`config.mk`:
```
export PLATFORM = sky130hd
export DESIGN_NAME = sys_reset_sequencer
export DESIGN_NICKNAME = d
export VERILOG_FILES = /design/src/rtl/sys_reset_pkg.sv /design/src/rtl/sys_reset_sync.sv /design/src/rtl/sys_reset_sequencer.sv
export SDC_FILE = /design/constraint.sdc
export NUM_CORES = 1
export LEC_CHECK = 0
export CAP_MARGIN = 0
export CORE_MARGIN = 3
export CORE_UTILIZATION = 40
export CTS_BUF_LIST = sky130_fd_sc_hd__clkbuf_8
export CTS_CLUSTER_DIAMETER = 30
export DETAILED_ROUTE_END_ITERATION = 8
export MAX_ROUTING_LAYER = met4
export PLACE_DENSITY = 0.64
export REMOVE_ABC_BUFFERS = 1
export SETUP_SLACK_MARGIN = 0.3
export SLEW_MARGIN = 20
export SYNTH_ARGS = -nofsm -noshare
export SYNTH_HDL_FRONTEND = slang
export SYNTH_HIERARCHICAL = 1
export SYNTH_SLANG_ARGS = --single-unit
```
`constraint.sdc`:
```
create_clock -name sys_clock -period 2.4 [get_ports sys_clock]
set_input_delay 0.36 -clock sys_clock [delete_from_list [all_inputs] [get_ports sys_clock]]
set_output_delay 0.36 -clock sys_clock [all_outputs]
set_load 0.1 [all_outputs]
```
`src/rtl/sys_reset_pkg.sv`:
```
// Shared types and width helpers for the staged reset sequencer.
package sys_reset_pkg;

    typedef enum logic [1:0] {
        SYNC    = 2'd0,
        STRETCH = 2'd1,
        GAP     = 2'd2,
        RUN     = 2'd3
    } rstseq_state_t;

    // Width of a down/up counter holding values 0..n-1, never narrower than one bit.
    function automatic int unsigned cnt_width(input int unsigned n);
        return (n <= 1) ? 1 : $clog2(n);
    endfunction

    function automatic int unsigned max_u(input int unsigned a, input int unsigned b);
        return (a > b) ? a : b;
    endfunction

endpackage

```
`src/rtl/sys_reset_sync.sv`:
```
// Reset-deassert synchronizer: asserts asynchronously, releases after STAGES clean edges.
module reset_sync #(
    parameter int unsigned STAGES = 2
) (
    input  logic clk_i,
    input  logic rst_i,
    output logic rst_s_o
);

    logic [STAGES-1:0] sync_q;

    always_ff @(posedge clk_i or posedge rst_i) begin
        if (rst_i) begin
            sync_q <= '1;
        end else begin
            sync_q <= {sync_q[STAGES-2:0], 1'b0};
        end
    end

    assign rst_s_o = sync_q[STAGES-1];

endmodule

```
`src/rtl/sys_reset_sequencer.sv`:
```
// Staged reset-tree controller: synchronized release, stretch, per-channel gapped release,
// soft-reset re-sequencing and a divided tick once the whole tree is out of reset.
module sys_reset_sequencer
    import sys_reset_pkg::*;
#(
    parameter int unsigned NUM_CH         = 4,
    parameter int unsigned SYNC_STAGES    = 2,
    parameter int unsigned STRETCH_CYCLES = 16,
    parameter int unsigned STAGE_GAP      = 4,
    parameter int unsigned TICK_DIV       = 100
) (
    input  logic                         sys_clock,
    input  logic                         reset,
    input  logic                         soft_reset_req,
    input  logic [NUM_CH-1:0]            ch_hold,
    output logic [NUM_CH-1:0]            ch_reset,
    output logic [$clog2(NUM_CH+1)-1:0]  released_cnt,
    output logic                         all_released,
    output logic                         tick
);

    localparam int unsigned CW = max_u(cnt_width(STRETCH_CYCLES), cnt_width(STAGE_GAP));
    localparam int unsigned TW = cnt_width(TICK_DIV);
    localparam int unsigned RW = $clog2(NUM_CH + 1);

    localparam logic [CW-1:0] STRETCH_LOAD = CW'(STRETCH_CYCLES - 1);
    localparam logic [CW-1:0] GAP_LOAD     = CW'(STAGE_GAP - 1);
    localparam logic [TW-1:0] TICK_LAST    = TW'(TICK_DIV - 1);
    localparam logic [RW-1:0] LAST_IDX     = RW'(NUM_CH - 1);

    rstseq_state_t     state_q;
    logic [CW-1:0]     cnt_q;
    logic [NUM_CH-1:0] ch_reset_q;
    logic [RW-1:0]     rel_cnt_q;
    logic              all_rel_q;
    logic [TW-1:0]     tcnt_q, tcnt_d;
    logic              tick_q, tick_d;

    logic              rst_s;
    logic [NUM_CH-1:0] next_oh;
    logic              next_held;
    logic              last_ch;
    logic              soft_take;

    reset_sync #(
        .STAGES (SYNC_STAGES)
    ) u_reset_sync (
        .clk_i   (sys_clock),
        .rst_i   (reset),
        .rst_s_o (rst_s)
    );

    // The released count doubles as the index of the next channel to release.
    always_comb begin
        next_oh = '0;
        for (int i = 0; i < NUM_CH; i++) begin
            if (RW'(i) == rel_cnt_q) begin
                next_oh[i] = 1'b1;
            end
        end
    end

    assign next_held = |(ch_hold & next_oh);
    assign last_ch   = (rel_cnt_q == LAST_IDX);
    assign soft_take = soft_reset_req && (state_q != SYNC);

    always_ff @(posedge sys_clock or posedge reset) begin
        if (reset) begin
            state_q    <= SYNC;
            cnt_q      <= '0;
            ch_reset_q <= '1;
            rel_cnt_q  <= '0;
            all_rel_q  <= 1'b0;
        end else if (soft_take) begin
            state_q    <= STRETCH;
            cnt_q      <= STRETCH_LOAD;
            ch_reset_q <= '1;
            rel_cnt_q  <= '0;
            all_rel_q  <= 1'b0;
        end else begin
            unique case (state_q)
                SYNC: begin
                    if (!rst_s) begin
                        state_q <= STRETCH;
                        cnt_q   <= STRETCH_LOAD;
                    end
                end
                STRETCH, GAP: begin
                    if (cnt_q != '0) begin
                        cnt_q <= cnt_q - CW'(1);
                    end else if (!next_held) begin
                        ch_reset_q <= ch_reset_q & ~next_oh;
                        rel_cnt_q  <= rel_cnt_q + RW'(1);
                        if (last_ch) begin
                            state_q   <= RUN;
                            all_rel_q <= 1'b1;
                        end else begin
                            state_q <= GAP;
                            cnt_q   <= GAP_LOAD;
                        end
                    end
                end
                RUN: begin
                end
            endcase
        end
    end

    // Tick runs only while the whole tree is out of reset; a soft reset zeroes it on its own edge.
    always_comb begin
        tcnt_d = '0;
        tick_d = 1'b0;
        if (all_rel_q && !soft_take) begin
            if (tcnt_q == TICK_LAST) begin
                tick_d = 1'b1;
            end else begin
                tcnt_d = tcnt_q + TW'(1);
            end
        end
    end

    always_ff @(posedge sys_clock or posedge reset) begin
        if (reset) begin
            tcnt_q <= '0;
            tick_q <= 1'b0;
        end else begin
            tcnt_q <= tcnt_d;
            tick_q <= tick_d;
        end
    end

    assign ch_reset     = ch_reset_q;
    assign released_cnt = rel_cnt_q;
    assign all_released = all_rel_q;
    assign tick         = tick_q;

endmodule

```
# [Word level (Yosys, flattened, before mapping)]
# Cells that the tools add are included.
# Widths: inputs -> output; s select.
[op_classes] n_addsub=3 n_eq_ne=14 n_mux=33 bitwise=3 n_reduce_logical=16
[ops] op="$mux 4" n=9
[ops] op="$mux 7" n=2
[ops] op="$mux 1" n=12
[ops] op="$mux 3" n=4
[ops] op="$reduce_and 4->1" n=3
[ops] op="$ne 3x3->1 const B" n=3
[ops] op="$and 4x4->4" n=2
[ops] op="$mux 2" n=4
[ops] op="$ne 4x4->1 const B" n=2
[ops] op="$pmux 4 s2" n=1
[ops] op="$add 7x1->7 const B" n=1
[ops] op="$eq 7x7->1 const B" n=1
[ops] op="$eq 2x3->1 const A" n=2
[ops] op="$reduce_bool 2->1" n=3
[ops] op="$not 4->4" n=1
[ops] op="$pmux 2 s2" n=1
[ops] op="$reduce_bool 4->1" n=1
[ops] op="$reduce_or 4->1" n=1
[ops] op="$sub 4x1->4 const B" n=1
[ops] op="$add 3x1->3 const B" n=1
[ops] op="$eq 1x3->1 const A" n=1
[ops] op="$eq 3x2->1 const B" n=1
[ops] op="$logic_not 3->1" n=1
[ops] op="$reduce_and 3->1" n=1
[ops] op="other kinds (9)" n=10
[totals] reg_bits=24 output_inout_bits=9 word_cells=77

# [Longest topological paths before layout]
[logic_depth] depth_word=8 depth_mapped=7 mapped_depth_nobuf=6

# [By module]
# Netlist, hierarchy kept.
[modules_own_cells] module="sys_reset_sequencer" n_inst=1 cells_each=108 area_per_inst_um2=1132.3
[modules_own_cells] module="reset_sync" n_inst=1 cells_each=4 area_per_inst_um2=60.1

# [Worst setup path after synthesis]
# Ideal clock, no wire load.
[synth_path] path_type="reg2reg" from="reg rel_cnt_q[0], in the netlist released_cnt[0]" to="reg cnt_q[1]" setup_time_ns=0.125 arrival_time_ns=2.425 t_required_ns=2.275 path_slack_ns=-0.151 stages_incl_launch_ff=7 n_path_buf=0 period_less_slack_ns=2.551 cell_sequence="dfrtp_1 > inv_1 > ha_1 > a222oi_1 > o21bai_1 > a41o_1 > mux2_4"
[synth_via] elab_chain_len=6 word_cells_on_any_way=14 classes_between="6 x eq/ne; 4 x mux; 1 x bitwise; 3 x reduce/logical"
[synth_rtl] element="from (decl)" line_no="sys_reset_sequencer.sv:34" source="logic [RW-1:0] rel_cnt_q;"
[synth_rtl] element="from (signal assigned)" line_no="sys_reset_sequencer.sv:93" source="rel_cnt_q <= rel_cnt_q + RW'(1);"
[synth_rtl] element="$eq 1x3->1, or another cell as far along" line_no="sys_reset_sequencer.sv:57" source="if (RW'(i) == rel_cnt_q) begin"
[synth_rtl] element="$mux 1" line_no="sys_reset_sequencer.sv:57"
[synth_rtl] element="$and 4x4->4" line_no="sys_reset_sequencer.sv:63" source="assign next_held = |(ch_hold & next_oh);"
[synth_rtl] element="$reduce_or 4->1" line_no="sys_reset_sequencer.sv:63"
[synth_rtl] element="$ne 4x4->1 (no source line)"
[synth_rtl] element="$reduce_and 4->1 (no source line) (*)"
[synth_rtl] element="to (signal assigned)" line_no="sys_reset_sequencer.sv:90" source="cnt_q <= cnt_q - CW'(1);"
[synth_rtl] element="to (decl)" line_no="sys_reset_sequencer.sv:32" source="logic [CW-1:0] cnt_q;"
# Mark *: on every way between the ends. The rest lies on a longest branch, timed or not.
# A chain may end at the register's enable or synchronous reset.

# [Worst setup path after layout]
# Ends and elaborated chain as after synthesis.

==> results by group <==
Run status
  – Status: complete, no violations

Synthesis
  – Synth Area in Compound Gates: about 16%
  – Synth top area cells: dfrtp_1, dfstp_2, ha_1, nor2_1, inv_1
  – Mean Syn Cell Area: about 11 um^2
  – Cell with the most instances after synthesis: dfrtp_1
  – Ys Warns: 6
  – Post-synthesis adder-cell area fraction: 8.39%
  – Synth Cell Area: about 1200 um^2
  – Cell count after synthesis: between 100 and 150
  – Main synth FF type: dfrtp_1
  – Flops & latches, synth: 24
  – Post-synth EDFFs: 0
  – Post-Synth XOR/XNOR Area: under 10%
  – Part of the Yosys area used for sequential elements: between 50% and 60%
  – Yosys top cell area share: 37.8%
  – Post-synthesis mux area share: between 1 and 1.5%
  – FFs w/ async S/R, synth: 100%
  – Netlist cell types: 34
  – Combinational family with the most area after synthesis: compound AO/OA/AOI/OAI gates
  – Synth cell count leaders: dfrtp_1, nor2_1, inv_1, ha_1, nand2_1
  – Simple-Gate Fraction of Synth Area: 14.2%
  – Largest area contributor in the netlist: dfrtp_1

Critical path
  – Worst-path fanout max: 5
  – Critical path data arrival time: around 2.1 ns
  – CP required: roughly 2.6 ns
  – Crit Path Class: reg2reg
  – Crit. End Element: flip-flop
  – CP Launch Type: flip-flop

Floorplan
  – Initial core utilization: between 40% and 50%
  – Die span in y: roughly 60 um
  – Die area: around 3700 um^2
  – Core area: 2810 um^2
  – Rows: 19
  – IO Count: 16
  – Die Width: 60.6 um

Global route
  – Gr usage total: between 10% and 20%
  – Met3 usage: ~2.8%
  – Met2 usage: around a quarter
  – Vias in the first global route: between 900 and 1000
  – Global-route wire length before repair: around 4 mm
  – Busiest grt layer: met2
  – Met1 usage: 18.4%
  – Pin count of the biggest net entering global routing: 23
  – GRT overflow: 0
  – Initial antenna violation count: 0

STA
  – RSZ-0062 raised after global routing: false
  – Worst setup margin: about 0.47 ns
  – Clock skew: between 0.001 and 0.0015 ns
  – Period Utilization, post-route: around four fifths
  – Period minus WS final: between 1.5 and 2 ns
  – Final TNS setup: 0 ns
  – Final setup vio count: 0
  – Final Hold Viols: 0
  – Hold slack: approximately 0.36 ns
  – Maximum clock rate: about 520 MHz
  – Max Slew Vio Count: 0

CTS
  – Clk sinks: 24
  – Reg clk slew, reported paths: ~0.080 ns
  – Htree depth: 1
  – CTS root buf: clkbuf_8
  – CTS Hold Buffers Added: 0
  – CTS tree: yes
  – Worst-case clock buffer depth: 2
  – Clk_lat worst skew: 0.26 ns
  – Num CTS Buffers: 3

Placed design
  – I/O Buffers: 15
  – Gpl congestion: between 0.7 and 0.8
  – DP Worst Slack: roughly 0.32 ns
  – Post-DP HPWL: 1.74 mm

Detailed routing
  – 1st-pass router iterations: 4
  – Residual DRC count: 0
  – ANT nets after route: 0
  – Total number of vias: between 800 and 900
  – Iter 0 DRT Violations: 29
  – Per-cell routed wire length: ~14 um
  – Overall routed net length: between 2 and 2.5 mm
  – Drt via density: between 5 and 6

Finish
  – Filler cells: approximately 270
  – Share of cells above drive strength 1: roughly a fifth
  – P&R area growth vs syn: 19.6%
  – Layout net count: 148
  – Diode count: 0

Power and ir drop
  – PwrDens: between 500 and 600 nW/um^2
  – Worst vdd ir: around 0.00037 V
  – Pleak: roughly 0.67 nW
  – Final Power: ~0.8 mW

Flow run
  – Max Cap Viol: 0

Min path
  – Hold Path Class: reg2reg
registers in the layout (all words and copies together) (netlist names):
register             flops
all_released             1
ch_reset                 4
cnt_q                    4
released_cnt             3
state_q                  2
tcnt_q                   7
tick                     1
u_reset_sync/sync_q      2
repair_timing:
item | in CTS | in global routing
endpoints found under the setup margin | 0 | 4
gates resized for setup | 0 | 1
buffers inserted | 0 | 1
routing by layer:
metal / part of all wire [%] / vias up
met1: 45 / 431
met4: 0.87 / 0
met2: 50 / 17
met5: 0 / -
li1: - / 436
met3: 3.6 / 2
power breakdown:
part | switching, mW | internal [mW] | leakage (nW) | total (mW)
sequential | 0.0205 | 0.428 | 0.293 | 0.448
combinational | 0.0467 | 0.0446 | 0.350 | 0.0912
clock | 0.123 | 0.146 | 0.0288 | 0.270
worst paths after layout:
path | startpoint | to | slack (ns) | cells after the start
min reg2reg | u_reset_sync/sync_q[0] | u_reset_sync/sync_q[1] | 0.36 | 0
max | released_cnt[0] | cnt_q[1] | 0.47 | 7
min in group asynchronous | reset | u_reset_sync/sync_q[1] | 0.44 | 2
max reg2reg | released_cnt[0] | cnt_q[1] | 0.47 | 7
max in group asynchronous | reset | ch_reset[0] | 1.67 | 3
min | u_reset_sync/sync_q[0] | u_reset_sync/sync_q[1] | 0.36 | 0
layout by cell type, fill, tap and decap left out:
cell type,instances
a41oi_1,3
a211oi_2,1
xnor2_1,4
clkbuf_8,4
xor2_1,2
a21oi_1,2
nor3b_1,2
o2bb2ai_1,1
a41o_1,2
conb_1,1
dfstp_2,6
nor4bb_1,1
mux2_4,1
o41ai_1,1
o21bai_1,1
o31a_1,1
and3_1,3
nand2_1,7
nand3_1,6
inv_1,11
buf_4,12
o2111a_2,1
a222oi_1,1
o21ai_0,3
a31oi_1,2
nand2b_1,1
o211a_1,1
nor2b_1,1
dfrtp_1,18
o31ai_1,3
a22oi_1,1
nand3b_1,1
ha_1,8
clkdlybuf4s50_1,6
nor2_1,13
critical path, cell delays in order, from the launching register on:
cell and delay (ns):
dfrtp_1 0.44, inv_1 0.09, ha_1 0.22, a222oi_1 0.27, buf_4 0.18, o21bai_1 0.06
a41o_1 0.27, mux2_4 0.29
layout make-up:
class / instances / area (um^2) / area share, %
Sequential cell: 24 / 608 / 42.6
Multi-Input combinational cell: 75 / 533 / 37.4
Timing Repair Buffer: 18 / 150 / 10.5
Clock buffer: 4 / 55.1 / 3.86
Inverter: 11 / 41.3 / 2.89
Tap cell: 31 / 38.8 / 2.72
per-stage QoR:
step	instance area (um^2)	utilization, %	cells
finish	1430	50.8	163
global route	1430	50.8	163
CTS	1420	50.5	162
detailed placement	1360	48.6	158
global placement	1360	48.6	158
floorplan	1180	-	110
cell families (layout without fill, tap and decap cells):
| group | Yosys count | after routing |
|---|---|---|
| other cells | 1 | 1 |
| flops | 24 | 24 |
| simple gates | 35 | 35 |
| buf+inv | 13 | 33 |
| mux | 1 | 1 |
| fa+ha+maj | 8 | 8 |
| xor+xnor | 6 | 6 |
| compound gates | 24 | 24 |
Power figures use the tool's default switching activity.
